### src/rtl/instruction_loader.sv
// instruction_loader
//
// Fills the instruction memory from a length-prefixed, little-endian byte stream while
// holding the core in reset. Stream: N[7:0], N[15:8], then 4*N payload bytes, assembled
// into 32-bit words written at word addresses 0..N-1. Legal lengths are 1..DEPTH; anything
// else faults without writing.
//
// Optional feature (macro LOADER_CHECKSUM_EN): one extra byte follows the payload and must
// equal the XOR of all payload bytes; a mismatch faults after the words are written.
//
// Ports:
//   clk, reset_n         clock, asynchronous active-low reset
//   start                one-cycle load request, honoured only when idle
//   byte_valid/byte_data source byte; transfer when byte_valid && byte_ready
//   byte_ready           loader can take a byte this cycle
//   imem_we/addr/wdata   registered instruction memory write port (word addressed)
//   cpu_hold             holds the core in reset during a load and after a fault
//   done                 one-cycle pulse on a successful load
//   error                sticky fault flag, cleared by the next accepted start
//   words_loaded         words written in the current load
module instruction_loader #(
    parameter int unsigned DEPTH  = 1024,
    parameter int unsigned ADDR_W = 10
) (
    input  logic              clk,
    input  logic              reset_n,
    input  logic              start,
    input  logic              byte_valid,
    input  logic [7:0]        byte_data,
    output logic              byte_ready,
    output logic              imem_we,
    output logic [ADDR_W-1:0] imem_addr,
    output logic [31:0]       imem_wdata,
    output logic              cpu_hold,
    output logic              done,
    output logic              error,
    output logic [ADDR_W:0]   words_loaded
);

    typedef enum logic [2:0] {
        StIdle,
        StLenLo,
        StLenHi,
        StData,
`ifdef LOADER_CHECKSUM_EN
        StChk,
`endif
        StDone,
        StErr
    } state_t;

    state_t              r_state;
    state_t              w_state_next;
    logic [7:0]          r_len_lo;
    logic [ADDR_W:0]     r_len;
    logic [1:0]          r_byte_cnt;
    logic [23:0]         r_word;
    logic                r_we;
    logic [ADDR_W-1:0]   r_addr;
    logic [31:0]         r_wdata;
    logic                r_hold;
    logic                r_error;
    logic [ADDR_W:0]     r_words;
`ifdef LOADER_CHECKSUM_EN
    logic [7:0]          r_xor;
    logic                w_last_byte;
`endif

    logic                w_accept;
    logic [15:0]         w_len_full;
    logic                w_len_legal;
    logic [ADDR_W:0]     w_words_inc;
    logic                w_image_written;

    assign w_accept        = byte_valid && byte_ready;
    assign w_len_full      = {byte_data, r_len_lo};
    assign w_len_legal     = (w_len_full != 16'd0) && (32'(w_len_full) <= DEPTH);
    assign w_words_inc     = r_words + {{ADDR_W{1'b0}}, 1'b1};
    // All N words have been committed to the write port (the last one may still be on it).
    assign w_image_written = (r_words == r_len);

`ifdef LOADER_CHECKSUM_EN
    assign w_last_byte = (r_state == StData) && w_accept && (r_byte_cnt == 2'd3) &&
                         (w_words_inc == r_len);
`endif

    // byte_ready drops for one cycle after the final payload byte while the last write
    // is on the port, so DONE follows that write rather than coinciding with it.
    always_comb begin
        byte_ready = 1'b0;
        unique case (r_state)
            StLenLo, StLenHi: byte_ready = 1'b1;
            StData:           byte_ready = !w_image_written;
`ifdef LOADER_CHECKSUM_EN
            StChk:            byte_ready = 1'b1;
`endif
            default:          byte_ready = 1'b0;
        endcase
    end

    always_comb begin
        w_state_next = r_state;
        unique case (r_state)
            StIdle: begin
                if (start) w_state_next = StLenLo;
            end
            StLenLo: begin
                if (w_accept) w_state_next = StLenHi;
            end
            StLenHi: begin
                if (w_accept) w_state_next = w_len_legal ? StData : StErr;
            end
            StData: begin
`ifdef LOADER_CHECKSUM_EN
                if (w_last_byte) w_state_next = StChk;
`else
                if (w_image_written) w_state_next = StDone;
`endif
            end
`ifdef LOADER_CHECKSUM_EN
            StChk: begin
                if (w_accept) w_state_next = (byte_data == r_xor) ? StDone : StErr;
            end
`endif
            StDone:  w_state_next = StIdle;
            StErr:   w_state_next = StIdle;
            default: w_state_next = StIdle;
        endcase
    end

    always_ff @(posedge clk or negedge reset_n) begin
        if (!reset_n) begin
            r_state    <= StIdle;
            r_len_lo   <= 8'd0;
            r_len      <= '0;
            r_byte_cnt <= 2'd0;
            r_word     <= 24'd0;
            r_we       <= 1'b0;
            r_addr     <= '0;
            r_wdata    <= 32'd0;
            r_hold     <= 1'b0;
            r_error    <= 1'b0;
            r_words    <= '0;
`ifdef LOADER_CHECKSUM_EN
            r_xor      <= 8'd0;
`endif
        end else begin
            r_state <= w_state_next;
            r_we    <= 1'b0;

            if (r_state == StIdle && start) begin
                r_hold     <= 1'b1;
                r_error    <= 1'b0;
                r_words    <= '0;
                r_byte_cnt <= 2'd0;
`ifdef LOADER_CHECKSUM_EN
                r_xor      <= 8'd0;
`endif
            end

            if (r_state == StLenLo && w_accept) r_len_lo <= byte_data;
            // Only meaningful when legal, in which case it fits in ADDR_W+1 bits.
            if (r_state == StLenHi && w_accept) r_len <= w_len_full[ADDR_W:0];

            if (r_state == StData && w_accept) begin
                r_byte_cnt <= r_byte_cnt + 2'd1;
`ifdef LOADER_CHECKSUM_EN
                r_xor      <= r_xor ^ byte_data;
`endif
                case (r_byte_cnt)
                    2'd0: r_word[7:0]   <= byte_data;
                    2'd1: r_word[15:8]  <= byte_data;
                    2'd2: r_word[23:16] <= byte_data;
                    default: begin
                        r_we    <= 1'b1;
                        r_addr  <= r_words[ADDR_W-1:0];
                        r_wdata <= {byte_data, r_word};
                        r_words <= w_words_inc;
                    end
                endcase
            end

            if (w_state_next == StErr && r_state != StErr) r_error <= 1'b1;
            if (w_state_next == StDone) r_hold <= 1'b0;
        end
    end

    assign imem_we      = r_we;
    assign imem_addr    = r_addr;
    assign imem_wdata   = r_wdata;
    assign cpu_hold     = r_hold;
    assign done         = (r_state == StDone);
    assign error        = r_error;
    assign words_loaded = r_words;

endmodule

### config.mk
export PLATFORM = sky130hd
export DESIGN_NAME = instruction_loader
export DESIGN_NICKNAME = d
export VERILOG_FILES = /design/src/rtl/instruction_loader.sv
export SDC_FILE = /design/constraint.sdc
export NUM_CORES = 1
export LEC_CHECK = 0
export CAP_MARGIN = 20
export CELL_PAD_IN_SITES_DETAIL_PLACEMENT = 0
export CELL_PAD_IN_SITES_GLOBAL_PLACEMENT = 1
export CORE_MARGIN = 4
export CORE_UTILIZATION = 47
export CTS_BUF_LIST = sky130_fd_sc_hd__clkbuf_8 sky130_fd_sc_hd__clkbuf_16
export CTS_CLUSTER_DIAMETER = 40
export DETAILED_ROUTE_END_ITERATION = 10
export PLACE_DENSITY_LB_ADDON = 0.12
export SYNTH_ARGS = -nofsm -noshare
export SYNTH_HDL_FRONTEND = slang
export SYNTH_SLANG_ARGS = --single-unit
### constraint.sdc
create_clock -name clk -period 4.25 [get_ports clk]
set_input_delay 0.425 -clock clk [delete_from_list [all_inputs] [get_ports clk]]
set_output_delay 0.425 -clock clk [all_outputs]
set_load 0.01 [all_outputs]
==> flow_summary_export.csv, run 1 <==
group,metric,value,unit
place,place_ws,1.417,ns
hold_path,hp-class,"in2async",
cells_and_area,area_delta_synth_final,22.16,%
cts,clk_latency,0.37,ns
cells_and_area,fin_cells,552,
critical_path,cp_num_buf_inv,2,
critical_path,start_kind,"flop",
timing,fin_hold_ws,0.1697,ns
timing,clock_skew,0.01553,ns
synthesis,synth-edff-count,0,
synthesis,yosys_warnings,0,
critical_path,cpLargestDelayFamily,"simple AND/OR/NAND/NOR gates",
cells_and_area,diodes,0,
place,numPortBuffers,69,
detailed_routing,drc,0,
timing,slew_headroom,33.45,%
synthesis,ys_async_sr_fraction,100.0,%
detailed_routing,via_per_inst,5.187,
synthesis,synth_largest_area_cell,"dfrtp_1",
critical_path,worst_path_max_delay_cell,"dfrtp_1",
critical_path,required,3.83,ns
synthesis,synthCells,346,
grt,antenna_found_initial,0,
cells_and_area,multiInputGateArea,1789,um^2
synthesis,syn-num-nets,363,
critical_path,critical_path_class,"reg2out",
synthesis,avgSynthCellArea,13.04,um^2
cells_and_area,nets,435,
cts,ctsResizeCount,0,
floorplan,ios,70,
cts,cts_hold_buffers,0,
grt,grt_pass1_wl,16.22,mm
cts,clockBufferDepth,2,
detailed_routing,wl_per_cell,17.26,um
grt,grt_pass1_vias,2984,
synthesis,synth-seq-cells,104,
power_and_ir_drop,ir_drop,0.2017,mV
floorplan,die_w,106.0,um
detailed_routing,route.vias.total,2863,
synthesis,synth-main-ff-cell,"dfrtp_1",
cts,cts-root-buf,"clkbuf_8",
grt,grt_max_degree,74,
synthesis,netlist_area,4511,um^2
detailed_routing,firstDrtPassIters,4,
cells_and_area,finish.utilization,59.35,%
timing,setup_tns,0,ns
timing,min_period,2.958,ns
floorplan,core-area,9284,um^2
timing,timing.final.ws_setup,1.292,ns
cells_and_area,seq_area,2603,um^2
timing,post-route-period-util,69.61,%
cells_and_area,n_fill_cell,821,
cts,cts_htree_levels,3,
floorplan,rows,35,
floorplan,dieArea,11230,um^2
run_status,status,"finished, final reports clean",
timing,fmax,338.0,MHz
cts,clk_pin_slew,0.11,ns
detailed_routing,ant_nets,0,
synthesis,ys_top_cells_by_area,"dfrtp_1, mux2_2, mux2_4",
cells_and_area,layout-drive-gt1-share,23.40,%
critical_path,crit_chain,"xnor2_1 -> nand4_2 -> nor3_1 -> buf_4 -> and3_1 -> nor3_1 -> clkdlybuf4s50_1",
critical_path,crit_fanout,7,
place,dp_hpwl,6.612,mm
floorplan,start_util,48.58,%
timing,slew_viol_final,0,
grt,grt_use_total,18.33,%
critical_path,critPathMostFrequentCell,"nor3_1",
timing,setup_viol,0,
grt,gr-total-overflow,0,
synthesis,synth-seq-area-share,57.70,%
timing,rsz0062_at_grt,"false",
cts,cts_buffers,9,
timing,worst_slew_pin_slew,0.9907,ns
detailed_routing,dr.first_iter.drc_count,94,
place,placed_cells,536,
critical_path,crit_path_end_kind,"primary output",
synthesis,yosysUniqueCellTypes,44,
synthesis,yosys.area.top_type_share,57.70,%
power_and_ir_drop,power_density,487.7,nW/um^2
place,globalplace.congestion,0.8109,
job,max-cap-violations,0,
timing,finalHoldViolCount,0,
cts,cts_tree,"yes",
cts,post-cts-setup-buffer-count,0,
critical_path,arrival,2.53,ns
floorplan,die_h,106.0,um
critical_path,slowest_delay,0.49,ns
power_and_ir_drop,leakagePower,2.551,nW
cts,cts.sinks,104,
detailed_routing,routed_wl,9.525,mm
==> synth_stat cells (all sizes together), types with 2 or more instances <==
master and instances:
o21ai 4, xnor2 11, mux2i 6, inv 7, or4 5, a21oi 8, and3 4, nor2 4
buf 8, nand2 63, nor3 7, ha 5, mux2 67, dfrtp 104, nand4 4, nor4 4
or3 3, nand3 8, clkbuf 5, and2 2, o31ai 7
==> worst register-to-register path, stage by stage (launching register included) <==
cell and delay [ns]:
dfrtp_1 0.49, xnor2_1 0.24, nand4_2 0.23, o311ai_4 0.55
buf_16 0.22, buf_4 0.31, mux2_2 0.38
==> cells by family after synthesis <==
group | count (synthesis) | synth area share [%]
AO/OA/AOI/OAI | 25 | 4.466
flip-flops | 104 | 57.70
XOR/XNOR | 11 | 2.136
adder cells (fa/ha/maj) | 5 | 1.387
AND/OR/NAND/NOR | 108 | 12.29
buffers and inverters | 20 | 2.635
multiplexers | 73 | 19.39
==> state kept, by name (all words and copies together) (netlist names), 2 cells and up <==
register / cells
r_len_lo: 8
r_len: 11
r_state: 3
r_byte_cnt: 2
words_loaded: 11
imem_addr: 10
imem_wdata: 32
r_word: 24
==> report_power, final <==
part	internal (mW)	switching (mW)	total, mW
logic	0.407	0.287	0.694
registers	1.23	0.179	1.40
clock network	0.227	0.362	0.589
==> worst paths after layout <==
path                            slack [ns]                          to  cells past startpoint                 startpoint
worst max-delay path                  1.29                  byte_ready                      7  words_loaded[5]$_DFF_PN0_
worst min-delay path                  0.17       r_word[6]$_DFFE_PN0P_                      1                    reset_n
worst max register to register        1.72  imem_wdata[15]$_DFFE_PN0P_                      6  words_loaded[5]$_DFF_PN0_
worst min register to register        0.48    imem_addr[2]$_DFFE_PN0P_                      2   imem_addr[2]$_DFFE_PN0P_
max in group asynchronous             3.12  imem_wdata[12]$_DFFE_PN0P_                      2                    reset_n
min in group clk                      0.48    imem_addr[2]$_DFFE_PN0P_                      2   imem_addr[2]$_DFFE_PN0P_
==> area by class of cell <==
cell class | instances | area share (%)
Sequential cell | 104 | 47.23
Multi-Input combinational cell | 222 | 32.47
Timing Repair Buffer | 74 | 13.53
Tap cell | 129 | 2.929
Clock buffer | 9 | 2.248
Clock inverter | 7 | 1.113
Inverter | 7 | 0.4768
==> cell usage in the layout (no fill, tap or decap), types with 5 or more instances in the layout <==
cell               n
mux2_2            50
mux2i_1            6
nor3_1             7
dfrtp_1          104
inv_1              8
mux2_4            16
xnor2_1           11
clkbuf_8           9
a21oi_1            8
o31ai_1            5
buf_4              5
ha_1               5
clkdlybuf4s50_1   68
nand2_1           63
==> per-stage QoR <==
step	total power [mW]	instance area (um^2)
floorplan	1.878	4511
global placement	2.096	5298
detailed placement	2.124	5325
CTS	2.718	5510
global route	2.845	5510
finish	2.687	5510
==> metal layers <==
| layer | vias to the layer above | global-route usage (%) | share of wire, % |
|---|---|---|---|
| li1 | 1355 | - | - |
| met4 | 0 | 4.440 | 0.89 |
| met2 | 55 | 29.37 | 48 |
| met1 | 1448 | 25.39 | 47 |
| met5 | - | 0 | 0 |
| met3 | 5 | 4.372 | 4.2 |
(Power assumes the default switching activity.)
==> inputs of run 2 (changes only) <==
- CORE_UTILIZATION: 47 -> 43
- clock period: 4.25 -> 2.8 ns (I/O delays scaled with it)
==> run 2 against run 1 <==
Routed wire length up 2.2%. Sequential cell count stayed put. Worst setup slack got worse by 1.1 ns. Clock-buffer cell count stayed put. Sequential power is 51% higher. Design area up 2.1%. Critical path type unchanged.
==> flow_summary_export.csv, run 2 (synthesis results as in run 1) <==
group,metric,value,unit
timing,finalHoldViolCount,0,
detailed_routing,wl_per_cell,16.97,um
cells_and_area,area_delta_synth_final,24.69,%
cts,cts_buffers,9,
timing,min_period,2.656,ns
grt,gr-total-overflow,0,
detailed_routing,dr.first_iter.drc_count,120,
floorplan,die_w,110.4,um
run_status,status,"finished, final reports clean",
grt,gr-usage-met2,24.68,%
cells_and_area,layout-drive-gt1-share,26.03,%
grt,grt_max_degree,44,
critical_path,critical_path_class,"reg2out",
cts,cts_tree,"yes",
cells_and_area,final_common_cell,"dfrtp_1",
cells_and_area,layout_common_cells,"dfrtp_1, clkdlybuf4s50_1, nand2_1",
detailed_routing,routed_wl,9.738,mm
critical_path,slowest_delay,0.48,ns
critical_path,r2r_end,"imem_wdata[19]$_DFFE_PN0P_",
critical_path,start_kind,"flop",
detailed_routing,route.vias.total,2948,
critical_path,arrival,2.38,ns
cts,clockBufferDepth,2,
critical_path,cpLargestDelayFamily,"simple AND/OR/NAND/NOR gates",
cts,cts_htree_levels,3,
power_and_ir_drop,power,4.086,mW
power_and_ir_drop,leakagePower,2.617,nW
cells_and_area,fin_cells,574,
detailed_routing,ant_nets,0,
critical_path,crit_path_end_kind,"primary output",
detailed_routing,firstDrtPassIters,4,
place,placed_cells,555,
floorplan,start_util,43.89,%
critical_path,reg2reg_from,"words_loaded[10]$_DFF_PN0_",
critical_path,worst_path_max_delay_cell,"clkdlybuf4s50_1",
power_and_ir_drop,ir_drop,0.3303,mV
hold_path,hp-class,"in2async",
cts,cts.sinks,104,
critical_path,endpoint,"byte_ready",
critical_path,crit_fanout,4,
timing,slew_viol_final,0,
critical_path,r2r_slack,0.59,ns
floorplan,core-area,10280,um^2
grt,top_usage_layer,"met2",
cells_and_area,nets,450,
floorplan,ios,70,
critical_path,worstSetupStartpoint,"words_loaded[10]$_DFF_PN0_",
detailed_routing,drc,0,
critical_path,cp_num_buf_inv,1,
timing,worst_slew_pin_slew,0.6039,ns
grt,grt_use_total,16.46,%
floorplan,die_h,110.4,um
grt,grt_pass1_vias,2891,
critical_path,required,2.52,ns
place,globalplace.congestion,0.8228,
critical_path,cp.depth,6,
cts,clk_latency,0.36,ns
grt,grt_pass1_wl,16.02,mm
timing,post-route-period-util,94.86,%
timing,clock_skew,0.01563,ns
timing,slew_headroom,59.69,%
power_and_ir_drop,power_density,726.6,nW/um^2
place,numPortBuffers,69,
grt,met1_usage,24.27,%
floorplan,dieArea,12190,um^2
timing,setup_viol,0,
grt,antenna_found_initial,0,
cells_and_area,largest_register_ffs,32,
floorplan,rows,37,
critical_path,crit_chain,"xnor2_1 -> nand4_1 -> nor3_2 -> and3_1 -> nor3_1 -> clkdlybuf4s50_1",
grt,grt.met3_usage,3.342,%
place,place_ws,0.1793,ns
timing,fmax,376.5,MHz
cells_and_area,diodes,0,
timing,timing.final.ws_setup,0.1438,ns
job,max-cap-violations,0,
place,dp_hpwl,6.841,mm
detailed_routing,via_per_inst,5.136,
cts,cts-root-buf,"clkbuf_8",
cts,clk_pin_slew,0.11,ns
critical_path,r2r_cells,5,
run 2: worst min-delay path by stage:
| stage | cells past startpoint | endpoint | start |
|---|---|---|---|
| floorplan | 0 | cpu_hold$_DFFE_PN0P_ | reset_n |
| global placement | 1 | imem_wdata[4]$_DFFE_PN0P_ | reset_n |
| detailed placement | 1 | r_word[20]$_DFFE_PN0P_ | reset_n |
| CTS | 2 | imem_wdata[4]$_DFFE_PN0P_ | reset_n |
| global route | 2 | imem_wdata[4]$_DFFE_PN0P_ | reset_n |
| finish | 2 | imem_wdata[4]$_DFFE_PN0P_ | reset_n |
run 2: power breakdown:
| group | total, mW | switching (mW) | internal [mW] |
|---|---|---|---|
| combinational | 1.07 | 0.436 | 0.630 |
| sequential | 2.12 | 0.264 | 1.86 |
| clock | 0.897 | 0.552 | 0.344 |
| total | 4.09 | 1.25 | 2.83 |
run 2: repair_timing:
action | CTS | global route
endpoints found under the setup margin | 0 | 2
gates resized for setup | 0 | 1
setup buffers | 0 | 2
hold buffers | 1 | 0
hold endpoints to repair | 41 | 0
run 2: area by class of cell:
type | instances | area [um^2]
Clock buffer | 9 | 123.9
Timing Repair Buffer | 89 | 840.8
Inverter | 7 | 26.28
Multi-Input combinational cell | 222 | 1794
Fill cell | 915 | 4653
Sequential cell | 104 | 2603
Clock inverter | 7 | 66.31
Tap cell | 136 | 170.2
run 2: stage by stage:
stage,hold WS [ns],area [um^2],TNS [ns],util (%)
3_5_place_dp,0.3146,5404,0,52.58
4_1_cts,0.4477,5604,0,54.53
2_1_floorplan,-0.01559,4511,0,-
5_1_grt,0.4822,5624,-0.02699,54.72
3_3_place_gp,0.3060,5404,0,52.58
6_report,0.4302,5624,0,54.72
run 2: layer usage:
layer,share of wire [%],vias up
li1,-,1386
met2,47,64
met1,48,1488
met5,0,-
met4,1.1,0
met3,4.4,10
==> inputs of run 3 (changes only) <==
- ABC_AREA: unset -> 1
- CORE_UTILIZATION: 43 -> 41
==> run 3 against run 2 <==
Global-route usage rose by 4.2 points. Largest power group unchanged. Synthesized area rose by 7.2%. Critical path type unchanged. Clock skew fell by 0.0094 ns. Worst setup slack improved by 0.068 ns. Synthesized cell count rose by 66%. Critical endpoint unchanged. Clock-buffer cell count rose by 3.
==> flow_summary_export.csv, run 3 <==
group,metric,value,unit
synthesis,synth-main-ff-cell,"dfrtp_1",
grt,grt_max_degree,58,
place,placed_cells,761,
synthesis,synth-seq-area-share,53.84,%
cts,cts_buffers,9,
critical_path,crit_fanout,7,
cells_and_area,layout_common_cells,"nand2_1, dfrtp_1, nand4_1",
cts,cts_hold_buffers,0,
synthesis,yosysUniqueCellTypes,24,
floorplan,ios,70,
grt,grt_use_total,20.65,%
job,max-cap-violations,0,
place,numPortBuffers,69,
floorplan,die_w,116.6,um
synthesis,synth-adder-area-share,1.294,%
cells_and_area,fin_cells,776,
floorplan,start_util,42.15,%
cts,cts-root-buf,"clkbuf_16",
detailed_routing,dr.first_iter.drc_count,245,
synthesis,yosys-top-cells-count,"nand2_1, dfrtp_1, nand4_1",
synthesis,avgSynthCellArea,8.421,um^2
timing,slew_headroom,48.13,%
critical_path,critical_path_class,"reg2out",
timing,slew_viol_final,0,
synthesis,yosys.area.top_type_share,53.84,%
floorplan,die_h,116.6,um
synthesis,syn-num-nets,591,
timing,post-route-period-util,92.42,%
grt,antenna_found_initial,0,
cts,ctsResizeCount,0,
timing,worst_slew_pin_slew,0.7781,ns
detailed_routing,wl_per_cell,16.82,um
synthesis,yosys_warnings,0,
place,globalplace.congestion,0.8906,
timing,min_period,2.588,ns
grt,grt_pass1_vias,3984,
detailed_routing,drc,0,
cells_and_area,final_common_cell,"nand2_1",
timing,clock_skew,0.006276,ns
synthesis,yosysMostFrequentCell,"nand2_1",
critical_path,slowest_delay,0.55,ns
synthesis,synthXorXnorAreaFrac,2.899,%
critical_path,critPathMostFrequentCell,"nand2_1",
floorplan,dieArea,13590,um^2
place,dp_hpwl,8.957,mm
synthesis,ys_async_sr_fraction,100.0,%
grt,gr-total-overflow,0,
critical_path,cp.depth,9,
synthesis,netlist_area,4833,um^2
cells_and_area,layout-drive-gt1-share,6.951,%
cells_and_area,nets,646,
detailed_routing,routed_wl,13.05,mm
hold_path,hp-class,"in2async",
critical_path,cpLargestDelayFamily,"simple AND/OR/NAND/NOR gates",
critical_path,crit_chain,"inv_1 -> nand2_1 -> nand2_1 -> nand2_1 -> nor2_1 -> nand3_1 -> nand2_1 -> nand2_1 -> clkdlybuf4s50_1",
cts,cts_htree_levels,3,
cts,cts.sinks,104,
cts,cts_tree,"yes",
detailed_routing,via_per_inst,5.274,
critical_path,start_kind,"flop",
power_and_ir_drop,ir_drop,0.4927,mV
timing,setup_tns,0,ns
synthesis,synthCells,574,
synthesis,synth-seq-cells,104,
cts,post-cts-setup-buffer-count,0,
timing,fmax,386.4,MHz
synthesis,synth_compound_area_share,3.728,%
cells_and_area,area_delta_synth_final,23.43,%
detailed_routing,route.vias.total,4093,
detailed_routing,firstDrtPassIters,5,
synthesis,synth-simple-area-share,31.01,%
synthesis,synth-edff-count,0,
power_and_ir_drop,power_density,726.2,nW/um^2
synthesis,ys_top_cells_by_area,"dfrtp_1, nand2_1, nand4_1",
critical_path,worst_path_max_delay_cell,"clkdlybuf4s50_1",
cts,clk_latency,0.35,ns
cells_and_area,n_fill_cell,1096,
critical_path,required,2.52,ns
critical_path,cp_num_buf_inv,2,
cts,clk_pin_slew,0.06,ns
floorplan,core-area,11470,um^2
run_status,status,"finished, final reports clean",
power_and_ir_drop,leakagePower,2.937,nW
grt,grt_pass1_wl,21.61,mm
cells_and_area,largest_register_ffs,32,
critical_path,r2r_cells,12,
timing,finalHoldViolCount,0,
cells_and_area,multiInputGateArea,1959,um^2
timing,rsz0062_at_grt,"false",
cts,clockBufferDepth,2,
cells_and_area,diodes,0,
synthesis,synth_largest_area_cell,"dfrtp_1",
synthesis,synth_top_family_by_area,"simple AND/OR/NAND/NOR gates",
cells_and_area,seq_area,2603,um^2
critical_path,crit_path_end_kind,"primary output",
critical_path,arrival,2.31,ns
detailed_routing,ant_nets,0,
timing,setup_viol,0,
synthesis,synthMuxAreaShare,1.398,%
floorplan,rows,39,
==> run 3: routing by layer <==
metal | vias to the layer above | share of wire [%] | global-route usage, %
li1 | 1995 | - | -
met1 | 1975 | 48 | 30.48
met2 | 115 | 46 | 31.27
met3 | 8 | 4.8 | 3.316
met4 | 0 | 1.0 | 6.422
met5 | - | 0 | 0
==> run 3: worst reg2reg max path, stage by stage (launching register included) <==
cell	delay, ns
dfrtp_1	0.46
inv_1	0.15
nand2_1	0.07
nand2_1	0.05
nand2_1	0.05
nor2_1	0.10
nand3_1	0.16
nand2_1	0.18
nand2_1	0.20
nand4_1	0.12
buf_4	0.39
nand2_1	0.15
nand2_1	0.09
==> run 3: through the flow <==
| stage | power, mW | hold WS, ns | cell area (um^2) | setup slack [ns] | util (%) |
|---|---|---|---|---|---|
| after floorplan | 2.672 | -0.01559 | 4833 | 0.8719 | - |
| after global placement | 3.046 | 0.4075 | 5658 | 0.6827 | 49.34 |
| after detailed placement | 3.062 | 0.4082 | 5658 | 0.5879 | 49.34 |
| after CTS | 4.368 | 0.03546 | 5966 | 0.2038 | 52.02 |
| after global routing | 4.602 | 0.06785 | 5966 | 0.04757 | 52.02 |
| final | 4.333 | 0.01841 | 5966 | 0.2123 | 52.02 |
==> run 3: power breakdown <==
part | switching, mW | leakage (nW) | internal (mW)
clock network | 0.533 | 0.152 | 0.758
registers | 0.188 | 1.41 | 1.76
logic | 0.728 | 1.38 | 0.368
total | 1.45 | 2.94 | 2.88
==> run 3: layout make-up <==
type                       instances  share of cell area, %
multi-input combinational        398                  32.84
sequential                       104                  43.62
clock buffer                      12                  4.467
tap                              143                  2.999
timing repair buffer              83                  13.30
inverter                          33                  2.076
clock inverter                     3                 0.6921
==> run 3: kinds of logic (layout without fill, tap and decap cells) <==
group | count (synthesis) | count (layout)
and+or+nand+nor | 336 | 336
DFF | 104 | 104
buffers and inverters | 72 | 131
AOI/OAI and AO/OA | 35 | 35
xor gates and xnor gates | 16 | 16
muxes | 6 | 6
adders and majority gates | 5 | 5
==> run 3: path summary, 6_finish.rpt <==
check / slack [ns] / start / endpoint
worst max-delay path: 0.21 / words_loaded[5]$_DFF_PN0_ / byte_ready
worst min-delay path: 0.02 / reset_n / imem_addr[5]$_DFFE_PN0P_
worst max register to register: 0.56 / words_loaded[5]$_DFF_PN0_ / imem_addr[5]$_DFFE_PN0P_
worst min register to register: 0.48 / imem_wdata[0]$_DFFE_PN0P_ / imem_wdata[0]$_DFFE_PN0P_
max in group asynchronous: 2.01 / reset_n / imem_wdata[20]$_DFFE_PN0P_
min in group clk: 0.48 / imem_wdata[0]$_DFFE_PN0P_ / imem_wdata[0]$_DFFE_PN0P_
